`src/rtl/prog_mem_pkg.sv`:
```
// Shared definitions for the program-memory arbiter.
// Holds the default widths, the default starvation limit and the encoding
// used to remember which requester owns the read that is in flight.
package prog_mem_pkg;

    localparam int DEF_DATA_WIDTH   = 16;
    localparam int DEF_ADDR_WIDTH   = 16;
    localparam int DEF_STARVE_LIMIT = 4;

    typedef enum logic [1:0] {
        OWN_NONE  = 2'd0,
        OWN_FETCH = 2'd1,
        OWN_DATA  = 2'd2
    } owner_e;

endpackage

```
`src/rtl/prog_mem_arbiter_if.sv`:
```
// Bus bundle between the fetch/data requesters, the arbiter and the
// program memory.
//   f_*   : instruction-fetch read port (req/addr in, gnt/rvalid/rdata out)
//   d_*   : data port for Forth @ / ! (req/we/addr/wdata in, gnt/rvalid/rdata out)
//   mem_* : program memory controls; mem_q is registered read data
// Modports:
//   slave  - arbiter view
//   master - requesters and memory view
interface prog_mem_arbiter_if
    import prog_mem_pkg::*;
#(
    parameter int DATA_WIDTH = DEF_DATA_WIDTH,
    parameter int ADDR_WIDTH = DEF_ADDR_WIDTH
);
    logic                  f_req;
    logic [ADDR_WIDTH-1:0] f_addr;
    logic                  f_gnt;
    logic                  f_rvalid;
    logic [DATA_WIDTH-1:0] f_rdata;

    logic                  d_req;
    logic                  d_we;
    logic [ADDR_WIDTH-1:0] d_addr;
    logic [DATA_WIDTH-1:0] d_wdata;
    logic                  d_gnt;
    logic                  d_rvalid;
    logic [DATA_WIDTH-1:0] d_rdata;

    logic [ADDR_WIDTH-1:0] mem_read_addr;
    logic [ADDR_WIDTH-1:0] mem_write_addr;
    logic [DATA_WIDTH-1:0] mem_data;
    logic                  mem_we;
    logic [DATA_WIDTH-1:0] mem_q;

    modport slave (
        input  f_req, f_addr, d_req, d_we, d_addr, d_wdata, mem_q,
        output f_gnt, f_rvalid, f_rdata, d_gnt, d_rvalid, d_rdata,
        output mem_read_addr, mem_write_addr, mem_data, mem_we
    );

    modport master (
        output f_req, f_addr, d_req, d_we, d_addr, d_wdata, mem_q,
        input  f_gnt, f_rvalid, f_rdata, d_gnt, d_rvalid, d_rdata,
        input  mem_read_addr, mem_write_addr, mem_data, mem_we
    );

endinterface

```
`src/rtl/prog_mem_arbiter.sv`:
```
// Single-port program memory arbiter between instruction fetch and the
// Forth data port. Data wins by default; fetch is forced through after
// STARVE_LIMIT consecutive lost cycles. One access per cycle, reads return
// one cycle after grant on the rvalid of the requester that owned them.
// Ports:
//   clock   - single clock (also clocks the external memory)
//   reset_n - synchronous active-low reset
//   bus     - prog_mem_arbiter_if.slave (fetch, data and memory signals)
//
// owner state | meaning
// OWN_NONE    | no read issued last cycle, no rvalid this cycle
// OWN_FETCH   | fetch read issued last cycle, f_rvalid this cycle
// OWN_DATA    | data read issued last cycle, d_rvalid this cycle
module prog_mem_arbiter
    import prog_mem_pkg::*;
#(
    parameter int DATA_WIDTH   = DEF_DATA_WIDTH,
    parameter int ADDR_WIDTH   = DEF_ADDR_WIDTH,
    parameter int STARVE_LIMIT = DEF_STARVE_LIMIT
) (
    input logic               clock,
    input logic               reset_n,
    prog_mem_arbiter_if.slave bus
);

    localparam int CW = $clog2(STARVE_LIMIT + 1);
    localparam logic [CW-1:0] LIMIT = CW'(STARVE_LIMIT);

    logic [CW-1:0] starve_q, starve_d;
    owner_e        owner_q, owner_d;
    logic          override;
    logic          f_gnt, d_gnt;

    always_ff @(posedge clock) begin
        if (!reset_n) begin
            starve_q <= '0;
            owner_q  <= OWN_NONE;
        end else begin
            starve_q <= starve_d;
            owner_q  <= owner_d;
        end
    end

    always_comb begin
        override = bus.f_req && (starve_q == LIMIT);
        f_gnt    = reset_n && bus.f_req && (!bus.d_req || override);
        d_gnt    = reset_n && bus.d_req && !override;

        bus.f_gnt          = f_gnt;
        bus.d_gnt          = d_gnt;
        bus.mem_read_addr  = '0;
        bus.mem_write_addr = '0;
        bus.mem_data       = '0;
        bus.mem_we         = 1'b0;
        owner_d            = OWN_NONE;

        if (f_gnt) begin
            bus.mem_read_addr = bus.f_addr;
            owner_d           = OWN_FETCH;
        end else if (d_gnt && bus.d_we) begin
            bus.mem_write_addr = bus.d_addr;
            bus.mem_data       = bus.d_wdata;
            bus.mem_we         = 1'b1;
        end else if (d_gnt) begin
            bus.mem_read_addr = bus.d_addr;
            owner_d           = OWN_DATA;
        end

        if (bus.f_req && !f_gnt) begin
            starve_d = (starve_q == LIMIT) ? starve_q : starve_q + CW'(1);
        end else begin
            starve_d = '0;
        end

        // Gating with reset_n drops a read granted just before reset asserts.
        bus.f_rvalid = reset_n && (owner_q == OWN_FETCH);
        bus.d_rvalid = reset_n && (owner_q == OWN_DATA);
        bus.f_rdata  = bus.f_rvalid ? bus.mem_q : '0;
        bus.d_rdata  = bus.d_rvalid ? bus.mem_q : '0;
    end

endmodule

```
`src/flat_wrapper.sv`:
```
// flat-port wrapper written by rule: the top's interface ports become plain ports
module prog_mem_arbiter_flat import prog_mem_pkg::*;
#(
    parameter int DATA_WIDTH   = DEF_DATA_WIDTH,
    parameter int ADDR_WIDTH   = DEF_ADDR_WIDTH,
    parameter int STARVE_LIMIT = DEF_STARVE_LIMIT
)
  (clock, reset_n, bus_f_req, bus_f_addr, bus_d_req, bus_d_we, bus_d_addr, bus_d_wdata, bus_mem_q, bus_f_gnt, bus_f_rvalid, bus_f_rdata, bus_d_gnt, bus_d_rvalid, bus_d_rdata, bus_mem_read_addr, bus_mem_write_addr, bus_mem_data, bus_mem_we);
  prog_mem_arbiter_if #(.DATA_WIDTH(DATA_WIDTH), .ADDR_WIDTH(ADDR_WIDTH)) bus_i ();
  input logic clock;
  input logic reset_n;
  input wire logic [$bits(bus_i.f_req)-1:0] bus_f_req;
  input wire logic [$bits(bus_i.f_addr)-1:0] bus_f_addr;
  input wire logic [$bits(bus_i.d_req)-1:0] bus_d_req;
  input wire logic [$bits(bus_i.d_we)-1:0] bus_d_we;
  input wire logic [$bits(bus_i.d_addr)-1:0] bus_d_addr;
  input wire logic [$bits(bus_i.d_wdata)-1:0] bus_d_wdata;
  input wire logic [$bits(bus_i.mem_q)-1:0] bus_mem_q;
  output wire logic [$bits(bus_i.f_gnt)-1:0] bus_f_gnt;
  output wire logic [$bits(bus_i.f_rvalid)-1:0] bus_f_rvalid;
  output wire logic [$bits(bus_i.f_rdata)-1:0] bus_f_rdata;
  output wire logic [$bits(bus_i.d_gnt)-1:0] bus_d_gnt;
  output wire logic [$bits(bus_i.d_rvalid)-1:0] bus_d_rvalid;
  output wire logic [$bits(bus_i.d_rdata)-1:0] bus_d_rdata;
  output wire logic [$bits(bus_i.mem_read_addr)-1:0] bus_mem_read_addr;
  output wire logic [$bits(bus_i.mem_write_addr)-1:0] bus_mem_write_addr;
  output wire logic [$bits(bus_i.mem_data)-1:0] bus_mem_data;
  output wire logic [$bits(bus_i.mem_we)-1:0] bus_mem_we;
  assign bus_i.f_req = bus_f_req;
  assign bus_i.f_addr = bus_f_addr;
  assign bus_i.d_req = bus_d_req;
  assign bus_i.d_we = bus_d_we;
  assign bus_i.d_addr = bus_d_addr;
  assign bus_i.d_wdata = bus_d_wdata;
  assign bus_i.mem_q = bus_mem_q;
  assign bus_f_gnt = bus_i.f_gnt;
  assign bus_f_rvalid = bus_i.f_rvalid;
  assign bus_f_rdata = bus_i.f_rdata;
  assign bus_d_gnt = bus_i.d_gnt;
  assign bus_d_rvalid = bus_i.d_rvalid;
  assign bus_d_rdata = bus_i.d_rdata;
  assign bus_mem_read_addr = bus_i.mem_read_addr;
  assign bus_mem_write_addr = bus_i.mem_write_addr;
  assign bus_mem_data = bus_i.mem_data;
  assign bus_mem_we = bus_i.mem_we;
  prog_mem_arbiter #(.DATA_WIDTH(DATA_WIDTH), .ADDR_WIDTH(ADDR_WIDTH), .STARVE_LIMIT(STARVE_LIMIT)) u_core (.clock(clock), .reset_n(reset_n), .bus(bus_i));
endmodule
```
`config.mk`:
```
export PLATFORM = sky130hd
export DESIGN_NAME = prog_mem_arbiter_flat
export DESIGN_NICKNAME = d
export VERILOG_FILES = /design/src/rtl/prog_mem_pkg.sv /design/src/rtl/prog_mem_arbiter_if.sv /design/src/rtl/prog_mem_arbiter.sv /design/src/flat_wrapper.sv
export SDC_FILE = /design/constraint.sdc
export NUM_CORES = 1
export LEC_CHECK = 0
export BUFFER_PORTS_ARGS = -buffer_cell sky130_fd_sc_hd__buf_4
export CELL_PAD_IN_SITES_DETAIL_PLACEMENT = 1
export CELL_PAD_IN_SITES_GLOBAL_PLACEMENT = 1
export CORE_MARGIN = 2
export CORE_UTILIZATION = 16
export CTS_CLUSTER_SIZE = 14
export DETAILED_ROUTE_END_ITERATION = 16
export GPL_ROUTABILITY_DRIVEN = 0
export PLACE_DENSITY = 0.85
export SLEW_MARGIN = 20
export SYNTH_ARGS = -nofsm -noshare
export SYNTH_HDL_FRONTEND = slang
export SYNTH_SLANG_ARGS = --single-unit
```
`constraint.sdc`:
```
create_clock -name clock -period 3.7 [get_ports clock]
set_input_delay 0.74 -clock clock [delete_from_list [all_inputs] [get_ports clock]]
set_output_delay 0.74 -clock clock [all_outputs]
set_load 0.01 [all_outputs]
```
======== Word level (Yosys, flattened, before mapping) ========
Cells that the tools add are included.
Widths: inputs -> output; s select.
storage, ports and cells
  bits in registers ....................... 5
  input port bits ......................... 69
  output and inout bits ................... 85
  logic and storage cells ................. 37
cells by class
  $add $sub $neg .......................... 1
  eq/ne operators ......................... 3
  muxes and demuxes ....................... 14
  bitwise operators ....................... 1
  reduce and logical (&&, ||, !) cells .... 15
operators with widths
  kind                 number
  $mux 16              9
  $logic_and 1x1->1    9
  $mux 1               4
  $add 3x1->3 const B  1
  $eq 3x3->1 const B   1
  $logic_not 1->1      3
  $reduce_or 3->1      1
  $eq 2x1->1 const B   1
  $eq 2x2->1 const B   1
  $mux 2               1
  $reduce_and 2->1     1
  $logic_or 1x1->1     1
  $not 1->1            1

======== Depth between registers and ports, before layout ========
Gate-level depths: netlist of the first run.
  depth in word-level cells ............... 7
  mapped depth ............................ 6
  depth with buffers taken out ............ 5

======== Worst setup path before layout of the first run ========
No wires, ideal clock.
  path type ............................... input to output
  start point ............................. input bus_d_req
  end point ............................... output bus_mem_read_addr[10]
  data arrival time ....................... 1.548 ns
  setup slack ............................. 1.412 ns
  cell stages on the path ................. 4
  buffers on the path ..................... 1
  path through ............................ nand2_2 > a311oi_4 > buf_6 > a22o_1
between the ends
  longest elaborated chain between the ends .. 5
ends and longest elaborated chain
  item                                          line                                            RTL
  from (decl)                                   flat_wrapper.sv:14                              input wire logic [$bits(bus_i.d_req)-1:0] bus_d_req;
  $logic_and 1x1->1 (2 in a row)                prog_mem_arbiter.sv:47                          d_gnt = reset_n && bus.d_req && !override;
  $mux 16 or $logic_and 1x1->1 (tied branches)  prog_mem_arbiter.sv:64, prog_mem_arbiter.sv:60
  $mux 16                                       prog_mem_arbiter.sv:60                          end else if (d_gnt && bus.d_we) begin
  $mux 16 (*)                                   prog_mem_arbiter.sv:57                          if (f_gnt) begin
  to (decl)                                     flat_wrapper.sv:25                              output wire logic [$bits(bus_i.mem_read_addr)-1:0] bus_mem_read_addr;
Mark *: on every way between the ends. The rest lies on a longest branch, timed or not.

======== Final worst setup path of the first run ========
  start point ............................. register u_core.starve_q[0]
  end point ............................... output bus_mem_read_addr[10]
between the ends
  longest elaborated chain between the ends .. 7
ends and longest elaborated chain
  item                                          line                                            RTL
  from (decl)                                   prog_mem_arbiter.sv:29                          logic [CW-1:0] starve_q, starve_d;
  from (signal assigned)                        prog_mem_arbiter.sv:39                          starve_q <= starve_d;
  $eq 3x3->1 (*)                                prog_mem_arbiter.sv:45                          override = bus.f_req && (starve_q == LIMIT);
  $logic_and 1x1->1 (*)                         prog_mem_arbiter.sv:45
  $logic_not 1->1                               prog_mem_arbiter.sv:47
  $logic_and 1x1->1                             prog_mem_arbiter.sv:47
  $mux 16 or $logic_and 1x1->1 (tied branches)  prog_mem_arbiter.sv:64, prog_mem_arbiter.sv:60
  $mux 16                                       prog_mem_arbiter.sv:60
  $mux 16 (*)                                   prog_mem_arbiter.sv:57
Marks and branches as above.

==> summary.txt, run 1 <==
Clock tree
  – Clock Latency Late Sink: between 200 and 250 ps
  – Clock Sinks: 5
  – CTS buffer count: 3
  – Hold-fix buffers, CTS: 0
  – Post-CTS resize count: 0
  – TritonCTS clock tree: built
  – Htree depth: 1
  – CTS Buffer Depth: 2
  – Root buffer cell: clkbuf_8
  – Clock-pin slew on the worst setup and hold paths: roughly 30 ps
  – Post-CTS setup buffer count: 0

Floorplanning
  – Die Y: around 77 um
  – Die footprint: just under 0.006 mm2
  – Core ar.: approximately 0.005 mm2
  – Row cnt: 26
  – Starting Density: roughly 17%
  – IO Count: between 150 and 200
  – Die width: 77.2 um

Cells and area
  – Layout Nets: approximately 340
  – N_diodes: 0
  – Non-Filler Instances: roughly 330
  – Sequential Area: ~100 um2
  – Syn-to-layout area delta: 145%
  – Finished Core Util: between 40 and 50%
  – Filler cells: 672
  – Layout cells sized above 1: between 60% and 70%
  – Multi-input combinational cell area: 696 um2

STA
  – Tightest Pin Transition: just over 800 ps
  – Final worst slack: 870 ps
  – Setup violators final: 0
  – Hold Vio Cnt, Final: 0
  – Slew Viols, Final: 0
  – Final Skew: approximately 1.1 ps
  – RSZ-0062 raised after global routing: false
  – Slew headroom: 45.0%
  – Final setup TNS: 0 ps
  – Final period utilization: between 70% and 80%
  – F_max: between 300 and 400 MHz
  – Tmin final: 2830 ps

Critical path
  – R2r endpoint: u_core.owner_q[1]$_SDFF_PP0_
  – Critical path buffer and inverter count: 2
  – Setup Crit Path Kind: flop to output pin
  – Worst EP arrival: roughly 2100 ps
  – CP max FO: 17
  – Worst path required time: 2960 ps
  – R2r setup slk: between 2000 and 2500 ps
  – Critical Path Start: u_core.starve_q[0]$_SDFFE_PN0P_
  – Largest stage delay, worst path: 790 ps
  – Crit end category: output pin
  – Worst Reg-to-Reg Cells: 3
  – Crit-path cells: inv_1 -> ha_1 -> a311oi_4 -> a22o_1 -> buf_4
  – Worst R2R Start: u_core.starve_q[0]$_SDFFE_PN0P_
  – Slowest stage cell, crit path: a311oi_4
  – Crit path max-delay family: compound AO/OA/AOI/OAI gates
  – CP Launch Type: flop

Global route
  – Initial antenna violation count: 0
  – Vias in the first global route: roughly 1,500
  – Pin count of the biggest net entering global routing: 35
  – GRT Util Overall: 16.0%
  – Aggregate global routing overflow: 0
  – First-pass GRT wire length: 7880 um

Yosys
  – Syn Nets: approximately 190
  – Post-synth top area share: between 20% and 30%
  – Syn Inst Count: approximately 120
  – Sequential area share after synthesis: between 10% and 20%
  – #FFs+latches synth: 5
  – Leading area contributor after synthesis: and2_1
  – Total of warnings raised by yosys: 0
  – Mean Syn Cell Area: approximately 7.4 um2
  – Ranking of synthesized cells by area: and2_1 24%, and3_1 23%, a22o_1 16%
  – Post-Syn Area: between 800 and 900 um2
  – Netlist cell types: 21

Pwr
  – P per Cell Area: between 150 and 200 mW/mm2
  – Leak: between 1 and 1.5 nW
  – Peak supply drop: about 0.16 mV
  – Pwr Total: ~0.32 mW

Route
  – Detailed-route wire length: between 5000 and 6000 um
  – Vias per cell: approximately 4.4
  – Starting DRC count in detailed routing: 54
  – Post-route DRC: 0
  – Vias post-DR: around 1,500
  – First-pass DRT Iterations: 4
  – WL per Instance: approximately 15 um
  – Post-route antenna net violation count: 0

Hold path
  – Hold Path Sink: u_core.starve_q[0]$_SDFFE_PN0P_
  – HP Start: u_core.starve_q[0]$_SDFFE_PN0P_
  – Hold path depth: 1
  – Worst Hold Class: flop to flop

Placement
  – Placed instance count: 330
  – Port Buffers: 153
  – Post-DP HPWL: 4270 um
  – Setup WS pre-CTS: between 900 and 1000 ps

Flow run
  – Maxcap violations: 0

Status
  – Status: completed
placed cells by master, fill, tap and decap left out:
| master | n |
|---|---|
| clkbuf_1 | 1 |
| mux2i_1 | 1 |
| and3_1 | 32 |
| nor2_1 | 3 |
| inv_1 | 2 |
| nand2_2 | 1 |
| ha_1 | 2 |
| and2_1 | 33 |
| and3b_1 | 1 |
| nor2_2 | 1 |
| nor3b_1 | 2 |
| buf_4 | 155 |
| a31oi_2 | 1 |
| and4_1 | 1 |
| nand2_1 | 2 |
| a21boi_2 | 1 |
| a311oi_4 | 1 |
| a22o_1 | 16 |
| dfxtp_1 | 5 |
| clkbuf_8 | 3 |
cells in the mapped netlist:
cell,count
a31oi_2,1
nor2_1,3
nand2_2,1
ha_1,2
and4_1,1
a22o_1,16
mux2i_1,1
and3b_1,1
a311oi_4,1
buf_2,2
nor2_2,1
clkbuf_1,7
nor3b_1,2
dfxtp_1,5
and2_1,33
a21boi_2,1
and3_1,32
nand2_1,2
inv_1,2
buf_4,1
buf_6,1
area by class of cell:
cell class	instances	share of cell area [%]
Sequential cell	5	4.77
Tap cell	70	4.17
Inverter	2	0.358
Multi-Input combinational cell	98	33.1
Clock buffer	4	2.15
Timing Repair Buffer	155	55.4
report_power, final:
group	switching (mW)	internal, mW	total, mW
combinational	0.0646	0.0932	0.158
clock	0.0272	0.0740	0.101
sequential	0.000858	0.0557	0.0566
total	0.0926	0.223	0.316
worst max path at each step:
stage                     cells past startpoint  slack (ps)                    end
final                                         5         870  bus_mem_read_addr[10]
after global routing                          5         760   bus_mem_read_addr[5]
after CTS                                     5         870  bus_mem_read_addr[10]
after detailed placement                      5         920  bus_mem_read_addr[10]
after global placement                        5         970   bus_mem_read_addr[1]
after floorplan                               4        1410  bus_mem_read_addr[10]
cell families (layout without fill, tap and decap cells):
| logic type | count (synthesis) | in the layout | synth area share (%) |
|---|---|---|---|
| simple gates | 76 | 76 | 54.8 |
| compound gates | 19 | 19 | 22.2 |
| buf+inv | 13 | 161 | 7.29 |
| flops | 5 | 5 | 11.7 |
| fa+ha+maj | 2 | 2 | 2.91 |
| mux | 1 | 1 | 1.17 |
flip-flops by register name, summed over array words and instances, names as in the netlist:
name             flops
u_core.owner_q       2
u_core.starve_q      3
metal layers:
| layer | wire (um) | track usage, % | up-vias |
|---|---|---|---|
| met4 | 113 | 5.36 | 0 |
| met5 | 0 | 0 | - |
| li1 | - | - | 711 |
| met3 | 325 | 2.59 | 12 |
| met2 | 2790 | 31.1 | 65 |
| met1 | 1900 | 17.3 | 670 |
through the flow:
stage | hold slack [ps] | area [um2]
final | 475 | 2100
after global routing | 502 | 2100
after CTS | 486 | 2100
after detailed placement | 478 | 2050
after global placement | 450 | 2050
after floorplan | 426 | 858
Power figures use the tool's default switching activity.
==> run 2, diff against run 1 <==
--- a/config.mk
+++ b/config.mk
@@ -9,11 +9,11 @@
 export CELL_PAD_IN_SITES_DETAIL_PLACEMENT = 1
 export CELL_PAD_IN_SITES_GLOBAL_PLACEMENT = 1
 export CORE_MARGIN = 2
-export CORE_UTILIZATION = 16
+export CORE_UTILIZATION = 15
 export CTS_CLUSTER_SIZE = 14
 export DETAILED_ROUTE_END_ITERATION = 16
 export GPL_ROUTABILITY_DRIVEN = 0
-export PLACE_DENSITY = 0.85
+export PLACE_DENSITY = 0.8
 export SLEW_MARGIN = 20
 export SYNTH_ARGS = -nofsm -noshare
 export SYNTH_HDL_FRONTEND = slang
==> constraint.sdc (replaced) <==
create_clock -name clock -period 2.9 [get_ports clock]
set_input_delay 0.58 -clock clock [delete_from_list [all_inputs] [get_ports clock]]
set_output_delay 0.58 -clock clock [all_outputs]
set_load 0.01 [all_outputs]
==> run 2 against run 1 <==
  * Non-clock buffer count grew 2
  * Clock power increased by 28%
  * Register-to-register slack worse by 450 ps
  * Final area up 0.83%
  * Routed wire length down 1.7%
  * Cell count up 1.2%
  * Combinational power increased by 28%
  * Critical path depth up 2
  * Global-route usage shrank 1.7 points
  * Flip-flop and latch count is the same
  * Worst setup slack got worse by 390 ps
  * Critical path type unchanged
  * Largest cell class unchanged
==> summary.txt, run 2 (synthesis gave the netlist of run 1 again) <==
STA
  – Slew Viols, Final: 0
  – Tightest Pin Transition: between 400 and 500 ps
  – Setup violators final: 0
  – Final period utilization: a little over four fifths
  – Final Skew: between 0.4 and 0.5 ps
  – RSZ-0062 raised after global routing: false
  – Hold Vio Cnt, Final: 0
  – Tmin final: 2420 ps
  – Slew headroom: 66.8%
  – Final setup TNS: 0 ps
  – F_max: between 400 and 500 MHz

Pwr
  – Sequential power share: roughly 18%
  – Sw power: about 0.12 mW
  – Clk pwr share: 32.0%
  – P per Cell Area: around 190 mW/mm2
  – Internal power: approximately 0.29 mW
  – Peak supply drop: ~0.25 mV
  – Switching share of power: between 20% and 30%
  – Comb power frac: between 50 and 60%
  – Leak: ~1.3 nW

Cells and area
  – Non-Filler Instances: 338
  – Layout cells sized above 1: between 60% and 70%
  – Biggest register: u_core.starve_q
  – Largest regs: u_core.starve_q: 3 flops, u_core.owner_q: 2 flops
  – Syn-to-layout area delta: 147%
  – N_diodes: 0
  – Most frequent cells in the layout: 157 x buf_4, 33 x and2_1, 32 x and3_1
  – Largest register FFs: 3
  – Layout Nets: between 300 and 400
  – Filler cells: about 700
  – Final instance area: approximately 0.0021 mm2
  – Commonest non-fill, non-tap cell in the layout: buf_4
  – Finished Core Util: roughly 38%

Route
  – First-pass DRT Iterations: 4
  – Post-Route M1 WL: slightly below 2000 um
  – Top routing layer used: met3
  – Starting DRC count in detailed routing: 48
  – Vias per cell: between 4 and 5
  – WL per Instance: 14.9 um
  – WL met2: 2810 um
  – Detailed-route wire length: ~5000 um
  – Detailed-routed wire length on met3: 289 um
  – Post-route DRC: 0
  – Vias post-DR: between 1,000 and 1,500
  – Post-route antenna net violation count: 0

Clock tree
  – TritonCTS clock tree: built
  – Clock-pin slew on the worst setup and hold paths: 40 ps
  – Hold-fix buffers, CTS: 0
  – CTS Buffer Depth: 2
  – CTS buffer count: 3
  – Post-CTS resize count: 0
  – Clock Latency Late Sink: between 200 and 250 ps
  – Clock Sinks: 5
  – Htree depth: 1
  – Root buffer cell: clkbuf_8
  – Post-CTS setup buffer count: 0

Floorplanning
  – Die Y: 79.6 um
  – IO Count: around 150
  – Row cnt: 27
  – Core ar.: 0.00551 mm2
  – Die footprint: 0.00634 mm2
  – Die width: between 70 and 80 um
  – Starting Density: between 10% and 20%

Critical path
  – Setup Crit Path Kind: flop to output pin
  – Crit-path cells: inv_1 -> ha_1 -> a21boi_2 -> nor2_2 -> buf_4 -> a22o_1 -> buf_4
  – Top cell by count, worst path: buf_4
  – Worst EP arrival: 1840 ps
  – R2r setup slk: about 1600 ps
  – Largest stage delay, worst path: ~350 ps
  – Worst path required time: ~2300 ps
  – CP max FO: 17
  – CP Launch Type: flop
  – Crit end category: output pin
  – Slowest stage cell, crit path: dfxtp_1

Global route
  – Aggregate global routing overflow: 0
  – Vias in the first global route: 1,399
  – First-pass GRT wire length: around 7300 um
  – Initial antenna violation count: 0
  – Pin count of the biggest net entering global routing: 35
  – GRT Util Overall: 14.3%

Placement
  – Post-DP HPWL: approximately 4200 um
  – Placed Area: 0.00207 mm2
  – Placed instance count: ~330
  – Port Buffers: 153

Hold path
  – Worst Hold Class: flop to flop

Status
  – Status: completed

Flow run
  – Maxcap violations: 0
==> run 2: worst max-delay path, delay by kind of cell, from the launching register on <==
| kind | cells | cell delay [ps] |
|---|---|---|
| flops | 1 | 350 |
| fa+ha+maj | 1 | 280 |
| buf+inv | 3 | 410 |
| compound gates | 2 | 500 |
| simple gates | 1 | 70 |
==> run 2: final cells by class <==
type	instances	area, um2	area share [%]
inverters	2	7.51	0.355
multi-input cells	98	696	32.9
repair buffers	157	1180	55.7
clock buffers	4	45.0	2.13
well taps	72	90.1	4.26
flip-flops and latches	5	100	4.73
==> run 2: final timing paths <==
check | end | start | cells after the start
setup / recovery | bus_mem_read_addr[7] | u_core.starve_q[0]$_SDFFE_PN0P_ | 7
hold / removal | u_core.starve_q[0]$_SDFFE_PN0P_ | u_core.starve_q[0]$_SDFFE_PN0P_ | 1
setup reg to reg | u_core.owner_q[1]$_SDFF_PP0_ | u_core.starve_q[0]$_SDFFE_PN0P_ | 4
hold reg to reg | u_core.starve_q[0]$_SDFFE_PN0P_ | u_core.starve_q[0]$_SDFFE_PN0P_ | 1
==> run 2: power groups by stage <==
| stage | Clock (mW) | Sequential (mW) | Combinational, mW |
|---|---|---|---|
| after floorplan | 0 | 0.0728 | 0.0671 |
| after global placement | 0 | 0.0731 | 0.200 |
| after detailed placement | 0 | 0.0732 | 0.204 |
| after CTS | 0.134 | 0.0722 | 0.205 |
| after global routing | 0.140 | 0.0723 | 0.218 |
| final | 0.129 | 0.0722 | 0.202 |
==> run 2: metal layers <==
metal  track usage [%]  vias up
met4              2.93        0
met3              1.92        0
met2              27.6       45
li1                  -      712
met1              16.5      691
met5                 0        -
==> run 2: through the flow <==
stage	hold slack (ps)	setup WS (ps)	power, mW
after floorplan	426	904	0.140
after global placement	441	745	0.273
after detailed placement	452	745	0.277
after CTS	458	481	0.411
after global routing	479	409	0.430
final	458	483	0.404
==> run 3, diff against run 2 <==
==> constraint.sdc (replaced) <==
create_clock -name clock -period 2.3 [get_ports clock]
set_input_delay 0.46 -clock clock [delete_from_list [all_inputs] [get_ports clock]]
set_output_delay 0.46 -clock clock [all_outputs]
set_load 0.01 [all_outputs]
==> run 3 against run 2 <==
  * Flip-flop and latch count did not move
  * Largest cell class unchanged
  * Critical path depth fell by 1
  * Power rose by 27%
  * Sequential share of layout area barely moved
  * Largest power group unchanged
  * Highest routed layer is now met4
  * Register-to-register slack got worse by 470 ps
==> summary.txt, run 3 (synthesis gave the netlist of run 1 again) <==
Status
  – Status: completed

Route
  – Vias post-DR: roughly 1,400
  – Detailed-route wire length: roughly 5100 um
  – Starting DRC count in detailed routing: 50
  – Vias per cell: ~4.3
  – First-pass DRT Iterations: 4
  – Post-route antenna net violation count: 0
  – Post-route DRC: 0
  – WL per Instance: between 15 and 20 um

Cells and area
  – N_diodes: 0
  – Layout Nets: between 300 and 400
  – Filler cells: approximately 690
  – Largest register FFs: 3
  – Syn-to-layout area delta: 148%
  – Commonest non-fill, non-tap cell in the layout: buf_4
  – Layout cells sized above 1: ~62%
  – Most frequent cells in the layout: 155 x buf_4, 33 x and2_1, 32 x and3_1
  – Multi-input combinational cell area: approximately 700 um2
  – Sequential Area: between 100 and 150 um2
  – Largest regs: u_core.starve_q: 3 flops, u_core.owner_q: 2 flops
  – Biggest register: u_core.starve_q

STA
  – Setup violators final: 0
  – Hold Vio Cnt, Final: 0
  – F_max: approximately 470 MHz
  – Tightest Pin Transition: 449 ps
  – Tmin final: 2150 ps
  – Slew headroom: a little over two thirds
  – Final period utilization: between 90% and 100%
  – Final setup TNS: 0 ps
  – Final Skew: ~0.58 ps
  – RSZ-0062 raised after global routing: false
  – Slew Viols, Final: 0

Critical path
  – CP Launch Type: flop
  – Worst EP arrival: ~1700 ps
  – CP max FO: 16
  – Crit end category: output pin
  – Setup Crit Path Kind: flop to output pin
  – Worst path required time: around 1800 ps

Pwr
  – Internal power: 0.362 mW
  – Leak: around 1.3 nW
  – Pwr Total: just over 0.5 mW
  – P per Cell Area: ~240 mW/mm2
  – Clk pwr share: between 30% and 40%
  – Peak supply drop: a little over 0.3 mV
  – Comb power frac: 50.7%
  – Sequential power share: between 15 and 20%
  – Sw power: approximately 0.15 mW
  – Switching share of power: around 29%

Global route
  – Initial antenna violation count: 0
  – Pin count of the biggest net entering global routing: 35
  – Aggregate global routing overflow: 0
  – First-pass GRT wire length: between 7000 and 8000 um
  – GR Util met3: between 2 and 2.5%
  – GRT Util Overall: between 10% and 20%
  – Grt met1 use: roughly 17%
  – Met2 usage: 28.5%
  – Vias in the first global route: between 1,000 and 1,500
  – Gr busiest metal: met2

Clock tree
  – TritonCTS clock tree: built
  – Clock-pin slew on the worst setup and hold paths: 40 ps
  – Htree depth: 1
  – CTS Buffer Depth: 2
  – Clock Latency Late Sink: roughly 220 ps
  – CTS buffer count: 3
  – Clock Sinks: 5
  – Root buffer cell: clkbuf_8
  – Post-CTS setup buffer count: 0

Placement
  – Post-DP HPWL: around 4200 um
  – Port Buffers: approximately 150

Floorplanning
  – Starting Density: 15.6%
  – Die footprint: between 0.006 and 0.007 mm2
  – Die width: around 80 um
  – IO Count: 154
  – Core ar.: between 0.005 and 0.006 mm2
  – Row cnt: 27
  – Die Y: 79.6 um

Flow run
  – Maxcap violations: 0

Hold path
  – Worst Hold Class: input port to flop
-- run 3: area by class of cell --
class	instances	area share [%]
multi-input cells	98	33.0
well taps	72	4.23
inverters	2	0.352
repair buffers	157	55.6
clock buffers	4	2.11
flip-flops and latches	5	4.69
-- run 3: what timing repair did --
item,4_1_cts,5_1_grt
setup endpoints to repair,17,41
hold buffers,0,0
pin swaps,0,1
gates resized for setup,1,3
-- run 3: worst paths after layout --
kind | from | end | slack [ps] | cells past startpoint
hold / removal | bus_d_we | u_core.owner_q[1]$_SDFF_PP0_ | 430 | 2
hold reg to reg | u_core.starve_q[0]$_SDFFE_PN0P_ | u_core.starve_q[0]$_SDFFE_PN0P_ | 450 | 1
setup / recovery | u_core.starve_q[0]$_SDFFE_PN0P_ | bus_mem_read_addr[7] | 150 | 6
setup reg to reg | u_core.starve_q[0]$_SDFFE_PN0P_ | u_core.starve_q[0]$_SDFFE_PN0P_ | 1100 | 4
-- run 3: metal layers --
metal  up-vias  wire [um]
met4         0         57
met5         -          0
li1        713          -
met3         6        305
met2        47       2850
met1       671       1900
-- run 3: stage by stage --
step	cell area, um2	util (%)	hold slack [ps]	worst slack, ps	instances
final	2130	38.7	433	152	338
after CTS	2120	38.5	430	24.1	338
after detailed placement	2070	37.6	452	98.6	334
after floorplan	858	-	426	424	116
after global routing	2130	38.7	435	60.1	338
after global placement	2070	37.6	443	142	334
-- run 3: worst max-delay path, cell delays in order (launching register included) --
cell and delay, ps:
dfxtp_1 340, inv_1 60, ha_2 230, a311oi_4 330, buf_6 220, a22o_1 170
buf_4 130
-- run 3: power by group through the flow --
stage	registers, mW	clock network, mW	logic [mW]
5_1_grt	0.0910	0.173	0.279
4_1_cts	0.0908	0.168	0.260
6_report	0.0908	0.163	0.260
3_3_place_gp	0.0920	0	0.254
2_1_floorplan	0.0918	0	0.0846
3_5_place_dp	0.0922	0	0.258
